[src/rtl/pool_sequencer_pkg.sv]
// pool_sequencer_pkg: shared widths and FSM state encoding for the pooling sequencer.
package pool_sequencer_pkg;
    localparam int DATA_W = 16;
    localparam int ADDR_W = 8;
    typedef enum logic [2:0] {IDLE, CLR, LOAD, POOL, DONE} state_t;
endpackage

[src/rtl/pool_sequencer_if.sv]
// pool_sequencer_if: stream input, pooling-engine control and result-memory write bundle.
interface pool_sequencer_if;
    import pool_sequencer_pkg::*;
    logic              start;
    logic              in_valid;
    logic [DATA_W-1:0] in_data;
    logic              in_ready;
    logic              eng_rst_n;
    logic              en_reg;
    logic [DATA_W-1:0] conv_out;
    logic              en_pooling;
    logic [DATA_W-1:0] pool_out;
    logic              pool_done;
    logic              wr_en;
    logic [ADDR_W-1:0] wr_addr;
    logic [DATA_W-1:0] wr_data;
    logic              busy;
    logic              frame_done;
    logic              err;
    modport master (
        output start, in_valid, in_data, pool_out, pool_done,
        input  in_ready, eng_rst_n, en_reg, conv_out, en_pooling,
        input  wr_en, wr_addr, wr_data, busy, frame_done, err
    );
    modport slave (
        input  start, in_valid, in_data, pool_out, pool_done,
        output in_ready, eng_rst_n, en_reg, conv_out, en_pooling,
        output wr_en, wr_addr, wr_data, busy, frame_done, err
    );
endinterface

[src/rtl/pool_seq_wr.sv]
// pool_seq_wr: registered result-memory write port.
// POOL_SEQ_RELU_EN defined: negative pooled values are written as zero.
module pool_seq_wr
    import pool_sequencer_pkg::*;
(
    input  logic              clk,
    input  logic              reset_n,
    input  logic              req,
    input  logic [ADDR_W-1:0] addr,
    input  logic [DATA_W-1:0] din,
    output logic              wr_en,
    output logic [ADDR_W-1:0] wr_addr,
    output logic [DATA_W-1:0] wr_data
);
    logic [DATA_W-1:0] d;
`ifdef POOL_SEQ_RELU_EN
    assign d = din[DATA_W-1] ? '0 : din;
`else
    assign d = din;
`endif
    always_ff @(posedge clk or negedge reset_n) begin
        if (!reset_n) begin
            wr_en   <= 1'b0;
            wr_addr <= '0;
            wr_data <= '0;
        end else begin
            wr_en <= req;
            if (req) begin
                wr_addr <= addr;
                wr_data <= d;
            end
        end
    end
endmodule

[src/rtl/pool_sequencer.sv]
// pool_sequencer: loads a 2N x 2N tile into the pooling engine and writes the N x N maxima.
// Build option POOL_SEQ_RELU_EN (in pool_seq_wr) clamps negative results to zero.
module pool_sequencer
    import pool_sequencer_pkg::*;
#(
    parameter int N   = 3,
    parameter int TMO = 8
) (
    input logic             clk,
    input logic             reset_n,
    pool_sequencer_if.slave bus
);
    localparam int SIZE  = 2 * N;
    localparam int BEATS = SIZE * SIZE;
    localparam int NN    = N * N;
    localparam int LW    = $clog2(BEATS);
    localparam int WW    = $clog2(NN + 1);
    localparam int TW    = $clog2(TMO + 1);
    state_t state, state_nx;
    logic [LW-1:0] load_cnt;
    logic [WW-1:0] wr_cnt;
    logic [TW-1:0] tmo_cnt;
    logic primed, err_q;
    logic last_beat, all_wr, tmo_hit, wr_req;
    assign last_beat = load_cnt == LW'(BEATS - 1);
    assign all_wr    = wr_cnt == WW'(NN);
    assign tmo_hit   = !bus.pool_done && tmo_cnt == TW'(TMO - 1);
    // first POOL cycle lets the engine initialise, so no write is sampled there
    assign wr_req    = state == POOL && primed && !all_wr;
    assign bus.err   = err_q;
    always_ff @(posedge clk or negedge reset_n) begin
        if (!reset_n) state <= IDLE;
        else state <= state_nx;
    end
    always_comb begin
        state_nx       = state;
        bus.in_ready   = 1'b0;
        bus.en_reg     = 1'b0;
        bus.conv_out   = '0;
        bus.en_pooling = 1'b0;
        bus.frame_done = 1'b0;
        bus.eng_rst_n  = reset_n;
        bus.busy       = state != IDLE;
        case (state)
            IDLE: state_nx = bus.start ? CLR : IDLE;
            CLR: begin
                bus.eng_rst_n = 1'b0;
                state_nx      = LOAD;
            end
            LOAD: begin
                bus.in_ready = 1'b1;
                bus.en_reg   = bus.in_valid;
                bus.conv_out = bus.in_data;
                state_nx     = (bus.in_valid && last_beat) ? POOL : LOAD;
            end
            POOL: begin
                bus.en_pooling = 1'b1;
                state_nx       = (all_wr && (bus.pool_done || tmo_hit)) ? DONE : POOL;
            end
            DONE: begin
                bus.frame_done = 1'b1;
                state_nx       = IDLE;
            end
            default: state_nx = IDLE;
        endcase
    end
    always_ff @(posedge clk or negedge reset_n) begin
        if (!reset_n) begin
            load_cnt <= '0;
            wr_cnt   <= '0;
            tmo_cnt  <= '0;
            primed   <= 1'b0;
            err_q    <= 1'b0;
        end else if (state == CLR) begin
            load_cnt <= '0;
            wr_cnt   <= '0;
            tmo_cnt  <= '0;
            primed   <= 1'b0;
            err_q    <= 1'b0;
        end else begin
            primed <= state == POOL;
            if (state == LOAD && bus.in_valid) load_cnt <= load_cnt + 1'b1;
            if (wr_req) wr_cnt <= wr_cnt + 1'b1;
            if (state == POOL && all_wr && !bus.pool_done) tmo_cnt <= tmo_cnt + 1'b1;
            if (state == POOL && all_wr && tmo_hit) err_q <= 1'b1;
        end
    end
    pool_seq_wr u_wr (
        .clk     (clk),
        .reset_n (reset_n),
        .req     (wr_req),
        .addr    (ADDR_W'(wr_cnt)),
        .din     (bus.pool_out),
        .wr_en   (bus.wr_en),
        .wr_addr (bus.wr_addr),
        .wr_data (bus.wr_data)
    );
endmodule

[src/flat_wrapper.sv]
// flat-port wrapper written by rule: the top's interface ports become plain ports
module pool_sequencer_flat import pool_sequencer_pkg::*;
#(
    parameter int N   = 3,
    parameter int TMO = 8
)
  (clk, reset_n, bus_start, bus_in_valid, bus_in_data, bus_pool_out, bus_pool_done, bus_in_ready, bus_eng_rst_n, bus_en_reg, bus_conv_out, bus_en_pooling, bus_wr_en, bus_wr_addr, bus_wr_data, bus_busy, bus_frame_done, bus_err);
  pool_sequencer_if bus_i ();
  input logic clk;
  input logic reset_n;
  input wire logic [$bits(bus_i.start)-1:0] bus_start;
  input wire logic [$bits(bus_i.in_valid)-1:0] bus_in_valid;
  input wire logic [$bits(bus_i.in_data)-1:0] bus_in_data;
  input wire logic [$bits(bus_i.pool_out)-1:0] bus_pool_out;
  input wire logic [$bits(bus_i.pool_done)-1:0] bus_pool_done;
  output wire logic [$bits(bus_i.in_ready)-1:0] bus_in_ready;
  output wire logic [$bits(bus_i.eng_rst_n)-1:0] bus_eng_rst_n;
  output wire logic [$bits(bus_i.en_reg)-1:0] bus_en_reg;
  output wire logic [$bits(bus_i.conv_out)-1:0] bus_conv_out;
  output wire logic [$bits(bus_i.en_pooling)-1:0] bus_en_pooling;
  output wire logic [$bits(bus_i.wr_en)-1:0] bus_wr_en;
  output wire logic [$bits(bus_i.wr_addr)-1:0] bus_wr_addr;
  output wire logic [$bits(bus_i.wr_data)-1:0] bus_wr_data;
  output wire logic [$bits(bus_i.busy)-1:0] bus_busy;
  output wire logic [$bits(bus_i.frame_done)-1:0] bus_frame_done;
  output wire logic [$bits(bus_i.err)-1:0] bus_err;
  assign bus_i.start = bus_start;
  assign bus_i.in_valid = bus_in_valid;
  assign bus_i.in_data = bus_in_data;
  assign bus_i.pool_out = bus_pool_out;
  assign bus_i.pool_done = bus_pool_done;
  assign bus_in_ready = bus_i.in_ready;
  assign bus_eng_rst_n = bus_i.eng_rst_n;
  assign bus_en_reg = bus_i.en_reg;
  assign bus_conv_out = bus_i.conv_out;
  assign bus_en_pooling = bus_i.en_pooling;
  assign bus_wr_en = bus_i.wr_en;
  assign bus_wr_addr = bus_i.wr_addr;
  assign bus_wr_data = bus_i.wr_data;
  assign bus_busy = bus_i.busy;
  assign bus_frame_done = bus_i.frame_done;
  assign bus_err = bus_i.err;
  pool_sequencer #(.N(N), .TMO(TMO)) u_core (.clk(clk), .reset_n(reset_n), .bus(bus_i));
endmodule
[config.mk]
export PLATFORM = sky130hd
export DESIGN_NAME = pool_sequencer_flat
export DESIGN_NICKNAME = d
export VERILOG_FILES = /design/src/rtl/pool_sequencer_pkg.sv /design/src/rtl/pool_sequencer_if.sv /design/src/rtl/pool_seq_wr.sv /design/src/rtl/pool_sequencer.sv /design/src/flat_wrapper.sv
export SDC_FILE = /design/constraint.sdc
export NUM_CORES = 1
export LEC_CHECK = 0
export CAP_MARGIN = 20
export CORE_ASPECT_RATIO = 0.6
export CORE_MARGIN = 2
export CORE_UTILIZATION = 37
export CTS_BUF_LIST = sky130_fd_sc_hd__clkbuf_8
export DETAILED_ROUTE_END_ITERATION = 16
export HOLD_SLACK_MARGIN = 0.15
export MAX_ROUTING_LAYER = met4
export PLACE_DENSITY = 0.76
export SYNTH_ARGS = -nofsm -noshare
export SYNTH_HDL_FRONTEND = slang
export SYNTH_HIERARCHICAL = 1
export SYNTH_SLANG_ARGS = --single-unit
[constraint.sdc]
create_clock -name clk -period 1.8 [get_ports clk]
set_input_delay 0.36 -clock clk [delete_from_list [all_inputs] [get_ports clk]]
set_output_delay 0.36 -clock clk [all_outputs]
set_load 0.005 [all_outputs]
==> results of run 1 <==
-- cells in the final DEF (no fill, tap or decap), types with 6 or more instances in the layout --
master           count
dfrtp_1             44
inv_1                7
and2_4              13
clkdlybuf4s50_1     61
clkbuf_8             6
nand2_1              7
buf_4               19
buf_6               29
mux2_4              20
-- where the power goes --
group          internal (mW)  total, mW  switching (mW)
logic                   2.09       3.11            1.02
clock network          0.302      0.622           0.320
registers               1.45       1.77           0.318
-- registers in the layout, indices dropped and copies added, names as in the netlist --
| register | flops |
|---|---|
| u_core/tmo_cnt | 4 |
| u_core/primed | 1 |
| u_core/u_wr/wr_addr | 8 |
| u_core/bus.err | 1 |
| u_core/u_wr/wr_en | 1 |
| u_core/state | 3 |
| u_core/load_cnt | 6 |
| u_core/wr_cnt | 4 |
| u_core/u_wr/wr_data | 16 |
-- worst max-delay path by stage --
stage | endpoint | slack [ns] | depth (start not counted)
2_1_floorplan | u_core/u_wr/wr_addr[0] | 0.12 | 7
3_3_place_gp | bus_en_reg | -0.17 | 4
3_5_place_dp | bus_en_reg | -0.15 | 4
4_1_cts | bus_eng_rst_n | -0.23 | 4
5_1_grt | bus_conv_out[9] | -0.16 | 7
6_report | bus_conv_out[9] | -0.11 | 7
-- logic make-up after synthesis --
| kind of cell | count (synthesis) | share of synthesized area, % |
|---|---|---|
| adder cells (fa/ha/maj) | 4 | 2.327 |
| other | 1 | 0.1744 |
| flip-flops | 44 | 51.19 |
| multiplexers | 29 | 18.38 |
| AND/OR/NAND/NOR | 55 | 16.81 |
| buffers and inverters | 15 | 4.945 |
| AO/OA/AOI/OAI | 19 | 5.759 |
| XOR/XNOR | 1 | 0.4073 |
-- worst max-delay path: cells and delay by family, from the launching register on --
kind,cells,cell delay [ns]
buffers and inverters,5,0.57
flip-flops,1,0.40
AND/OR/NAND/NOR,2,0.29
-- per-layer routing --
metal  track usage, %  share of wire, %  vias up
met5                -                 0        -
met4            4.667              0.54        0
met3            4.772               4.7        5
met2            23.37                44       46
met1            24.84                50      832
li1                 -                 -      835
-- metrics by stage --
stage | utilization (%) | hold slack [ns] | instances | setup WS, ns | instance area, µm²
3_5_place_dp | 56.36 | 0.4675 | 344 | -0.1456 | 3154
3_3_place_gp | 56.36 | 0.4571 | 344 | -0.1650 | 3154
5_1_grt | 62.93 | 0.2080 | 372 | -0.1566 | 3522
2_1_floorplan | - | 0.06441 | 171 | 0.1210 | 2162
6_report | 62.93 | 0.1425 | 372 | -0.1112 | 3522
4_1_cts | 60.72 | 0.1643 | 370 | -0.2254 | 3398
-- what timing repair did --
item	CTS	global route
endpoints found under the hold margin	0	0
pin swaps	14	7
buffers inserted	17	3
endpoints found under the setup margin	22	33
gates cloned	1	1
resized for setup	104	34
-- area by class of cell --
cell class | count | area share (%)
clock inverters | 2 | 0.2131
clock buffers | 6 | 2.345
flip-flops and latches | 44 | 31.26
repair buffers | 120 | 33.36
well taps | 80 | 2.842
inverters | 8 | 0.9947
multi-input cells | 112 | 28.99
-- cell usage after synthesis, types with 2 or more instances --
| master | instances | area share [%] |
|---|---|---|
| dfrtp_1 | 44 | 51 |
| mux2_4 | 20 | 14 |
| and2_1 | 18 | 5.2 |
| inv_1 | 7 | 1.2 |
| nand2_1 | 7 | 1.2 |
| a21oi_1 | 5 | 1.2 |
| mux2i_1 | 5 | 2.3 |
| nand3_1 | 5 | 1.2 |
| nand4_1 | 5 | 1.5 |
| ha_1 | 4 | 2.3 |
| mux2_2 | 4 | 2.1 |
| o211ai_1 | 3 | 1.0 |
| o21ai_0 | 3 | 0.70 |
| o31ai_1 | 3 | 1.0 |
| buf_12 | 2 | 1.9 |
| buf_2 | 2 | 0.47 |
| buf_4 | 2 | 0.70 |
| nand3b_1 | 2 | 0.70 |
| nor3b_1 | 2 | 0.70 |
| nor4_1 | 2 | 0.58 |
| nor4b_1 | 2 | 0.81 |
| or3_1 | 2 | 0.58 |
==> flow_metrics.tcl, run 1 <==
set metrics [dict create \
    outcome "finished with violations" \
    violations "negative setup slack" \
    totalWireLength_um 5347 \
    crit_path_end_kind "output port" \
    drive_above_1_share_pct 38.36 \
    grt-ovfl-total 0 \
    path_class "reg2out" \
    reg2regPathDepth 10 \
    die_h_um 63.06 \
    first_pass_iters 4 \
    powerDensity_mw_per_mm2 1562 \
    max_freq_mhz 523.2 \
    first_iter_violations 92 \
    multi_input_area_mm2 0.001021 \
    core-area_mm2 0.005597 \
    grt_max_degree 45 \
    clkSinkCount 44 \
    setup_viol 14 \
    antenna_found_initial 0 \
    cp_slowest_cell "dfrtp_1" \
    detail_route.vias_per_cell 4.618 \
    grt_pass1_wl_um 8431 \
    slew_headroom_pct 58.79 \
    grt_use_total_pct 17.12 \
    start_util_pct 38.43 \
    synth_edf_count 0 \
    tns_ns -0.4716 \
    synth_ff_type "dfrtp_1" \
    seq_area_frac_synth_pct 51.19 \
    yosysUniqueCellTypes 41 \
    hold_viol_final 0 \
    ant_nets 0 \
    ys_ff_latch 44 \
    diodes 0 \
    hpwl_um 3522 \
    regArea_mm2 0.001101 \
    cts.reportedPaths.clkPinSlew_ns 0.08 \
    min_path_type "in2async" \
    final.setup_skew_ns 0.004643 \
    grt_pass1_vias 1784 \
    ios 85 \
    reg2reg_slack_ns 0.06 \
    ir_drop_v 0.0007025 \
    nFillCells 461 \
    root_buffer "clkbuf_8" \
    num-nets-final 332 \
    synth_area_mm2 0.002151 \
    synthArstFlopShare_pct 100.0 \
    clkLatencyLatePin_ns 0.29 \
    synthCells 168 \
    grt_setup_unrepaired "true" \
    p_total_mw 5.501 \
    max_stage_delay_ns 0.40 \
    tritoncts "built" \
    numPortBuffers 84 \
    rows 21 \
    crit_chain "nor3b_2, buf_4, buf_6, buf_6, buf_6, and2_4, buf_6" \
    yosys_warnings 6 \
    num_vias 1718 \
    p_leak_nw 1.610 \
    area_delta_synth_final_pct 63.76 \
    cts_hold_buf 0 \
    rr_startpoint "u_core/state[0]" \
    period_needed_ns 1.911 \
    die_x_um 102.4 \
    slew_viol_final 0 \
    fin_ws_ns -0.1112 \
    worstMarginPinSlew_ns 0.6168 \
    startpoint_type "flop" \
    clk_path_buf_depth 2 \
    maxCapViolCount 0 \
    required_ns 1.44 \
    place.gp.congestion 0.8088 \
    drc 0 \
    startpoint "u_core/state[1]" \
    htreeDepth 2 \
    cp_max_fo 3 \
    die-area_mm2 0.006459 \
    avgSynthCellArea_um2 12.80 \
    path_common_cell "buf_6" \
    r2r-end "u_core/load_cnt[5]" \
    period_share_pct 106.2 \
    wl_per_cell_um 14.37 \
    worstPathArrival_ns 1.55 \
    cts_made_buffers 5 \
]
No activity file was read; power rests on OpenSTA's default activity.
==> run 2, diff against run 1 <==
--- a/config.mk
+++ b/config.mk
@@ -13,7 +13,7 @@
 export DETAILED_ROUTE_END_ITERATION = 16
 export HOLD_SLACK_MARGIN = 0.15
 export MAX_ROUTING_LAYER = met4
-export PLACE_DENSITY = 0.76
+export PLACE_DENSITY = 0.73
 export SYNTH_ARGS = -nofsm -noshare
 export SYNTH_HDL_FRONTEND = slang
 export SYNTH_HIERARCHICAL = 1
==> constraint.sdc (replaced) <==
create_clock -name clk -period 2.4 [get_ports clk]
set_input_delay 0.48 -clock clk [delete_from_list [all_inputs] [get_ports clk]]
set_output_delay 0.48 -clock clk [all_outputs]
set_load 0.005 [all_outputs]
==> run 2 against run 1 <==
Net effect:
- the flow now finishes without violations
- critical path type unchanged
- sequential cell count did not move
- highest routed layer unchanged
- count of clock-buffer cells in the layout fell by 1
- sequential share of layout area rose by 2.9 points
- global-route usage is 1.2 points lower
==> flow_metrics.tcl, run 2 (synthesis results as in run 1) <==
set metrics [dict create \
    powerDensity_mw_per_mm2 1150 \
    worstMarginPinSlew_ns 0.5982 \
    p_leak_nw 1.415 \
    cp_max_fo 9 \
    wl_per_cell_um 13.89 \
    top_register "u_core/u_wr/wr_data" \
    diodes 0 \
    swShare_pct 29.67 \
    detail_route.vias_per_cell 4.624 \
    num_vias 1600 \
    met2_usage_pct 20.18 \
    grt_pass1_wl_um 7728 \
    r2r-end "u_core/u_wr/wr_data[0]" \
    pwr-share-clk_pct 14.6 \
    crit_cells 4 \
    totalWireLength_um 4806 \
    grt-busiest-layer "met1" \
    drc 0 \
    htreeDepth 2 \
    place.gp.congestion 0.8171 \
    p_total_mw 3.719 \
    ios 85 \
    largestRegisters "u_core/u_wr/wr_data x16, u_core/u_wr/wr_addr x8, u_core/load_cnt x6" \
    core-area_mm2 0.005597 \
    area_delta_synth_final_pct 50.38 \
    clk_path_buf_depth 2 \
    startpoint "u_core/state[0]" \
    postPlaceCellArea_mm2 0.003079 \
    largest_reg_flops 16 \
    ir_drop_v 0.0004819 \
    rows 21 \
    required_ns 1.92 \
    num-nets-final 306 \
    root_buffer "clkbuf_8" \
    grt_use_total_pct 15.87 \
    grt-ovfl-total 0 \
    outcome "finished clean" \
    start_util_pct 38.43 \
    grt_use_met3_pct 5.105 \
    cts_hold_buf 0 \
    period_share_pct 96.03 \
    first_iter_violations 84 \
    p_int_mw 2.615 \
    max_freq_mhz 433.9 \
    clkLatencyLatePin_ns 0.29 \
    crit_end "bus_conv_out[14]" \
    numPortBuffers 84 \
    cp_slowest_cell "clkdlybuf4s50_1" \
    combPwrFrac_pct 48.7 \
    die_x_um 102.4 \
    clkSinkCount 44 \
    crit_chain "nor3b_4, buf_4, and2_1, clkdlybuf4s50_1" \
    min_path_type "in2async" \
    use_met1_pct 23.45 \
    slew_viol_final 0 \
    fin_area_mm2 0.003234 \
    die-area_mm2 0.006459 \
    antenna_found_initial 0 \
    max_stage_delay_ns 0.50 \
    crit_path_end_kind "output port" \
    final_common_cell "clkdlybuf4s50_1" \
    ant_nets 0 \
    hold_viol_final 0 \
    startpoint_type "flop" \
    maxCapViolCount 0 \
    power_frac_seq_pct 36.6 \
    period_needed_ns 2.305 \
    final.setup_skew_ns 0.006634 \
    grt_pass1_vias 1596 \
    p_switching_mw 1.104 \
    cts_made_buffers 5 \
    cts.reportedPaths.clkPinSlew_ns 0.08 \
    rr_startpoint "u_core/wr_cnt[1]" \
    reg2regPathDepth 7 \
    die_h_um 63.06 \
    slew_headroom_pct 60.03 \
    tritoncts "built" \
    crit_family "buffers and inverters" \
    critPathBufInv 2 \
    pre_cts_slack_ns 0.1869 \
    grt_max_degree 45 \
    nFillCells 477 \
    setup_viol 0 \
    worst_hold_slack_ns 0.3042 \
    first_pass_iters 4 \
    reg2reg_slack_ns 0.45 \
    fin_ws_ns 0.09534 \
    drive_above_1_share_pct 17.29 \
    hpwl_um 3512 \
    most-common-layout-cells "clkdlybuf4s50_1 (83), dfrtp_1 (42), mux2_4 (20)" \
    final_util_pct 57.79 \
    path_class "reg2out" \
    worstPathArrival_ns 1.82 \
]
[run 2: area by class of cell]
type	instances	area [µm²]	share of cell area (%)
repair buffers	94	932.1	28.82
multi-input cells	112	960.9	29.71
flip-flops and latches	44	1104	34.12
well taps	80	100.1	3.095
inverters	8	30.03	0.9284
clock buffers	5	68.82	2.128
clock inverters	3	38.79	1.199
[run 2: how the worst min path moves through the flow]
stage                             startpoint  depth (start not counted)                 end
after CTS                            reset_n                          2   u_core/tmo_cnt[1]
after detailed placement  u_core/load_cnt[5]                          1  u_core/load_cnt[5]
after global routing                 reset_n                          2   u_core/tmo_cnt[2]
after floorplan                      reset_n                          0      u_core/bus.err
after global placement    u_core/load_cnt[5]                          1  u_core/load_cnt[5]
final                                reset_n                          2   u_core/tmo_cnt[1]
[run 2: power by group through the flow]
| stage | Combinational, mW | Clock, mW | Sequential (mW) |
|---|---|---|---|
| after floorplan | 0.939 | 0 | 1.32 |
| after global placement | 1.73 | 0 | 1.36 |
| after detailed placement | 1.76 | 0 | 1.37 |
| after CTS | 1.77 | 0.578 | 1.36 |
| after global routing | 1.97 | 0.607 | 1.42 |
| final | 1.81 | 0.544 | 1.36 |
[run 2: metrics by stage]
stage	TNS [ns]	std cells
global route	-0.004674	346
CTS	0	342
global placement	0	334
floorplan	0	171
finish	0	346
detailed placement	0	334
[run 2: per-layer routing]
layer	vias to the layer above	wire, µm
met5	-	0
met4	0	63
met3	7	288
met2	41	1964
met1	764	2490
li1	788	-
[run 2: timing repair]
item	CTS	global route
buffers inserted	0	3
resized for setup	0	5
endpoints found under the setup margin	0	17
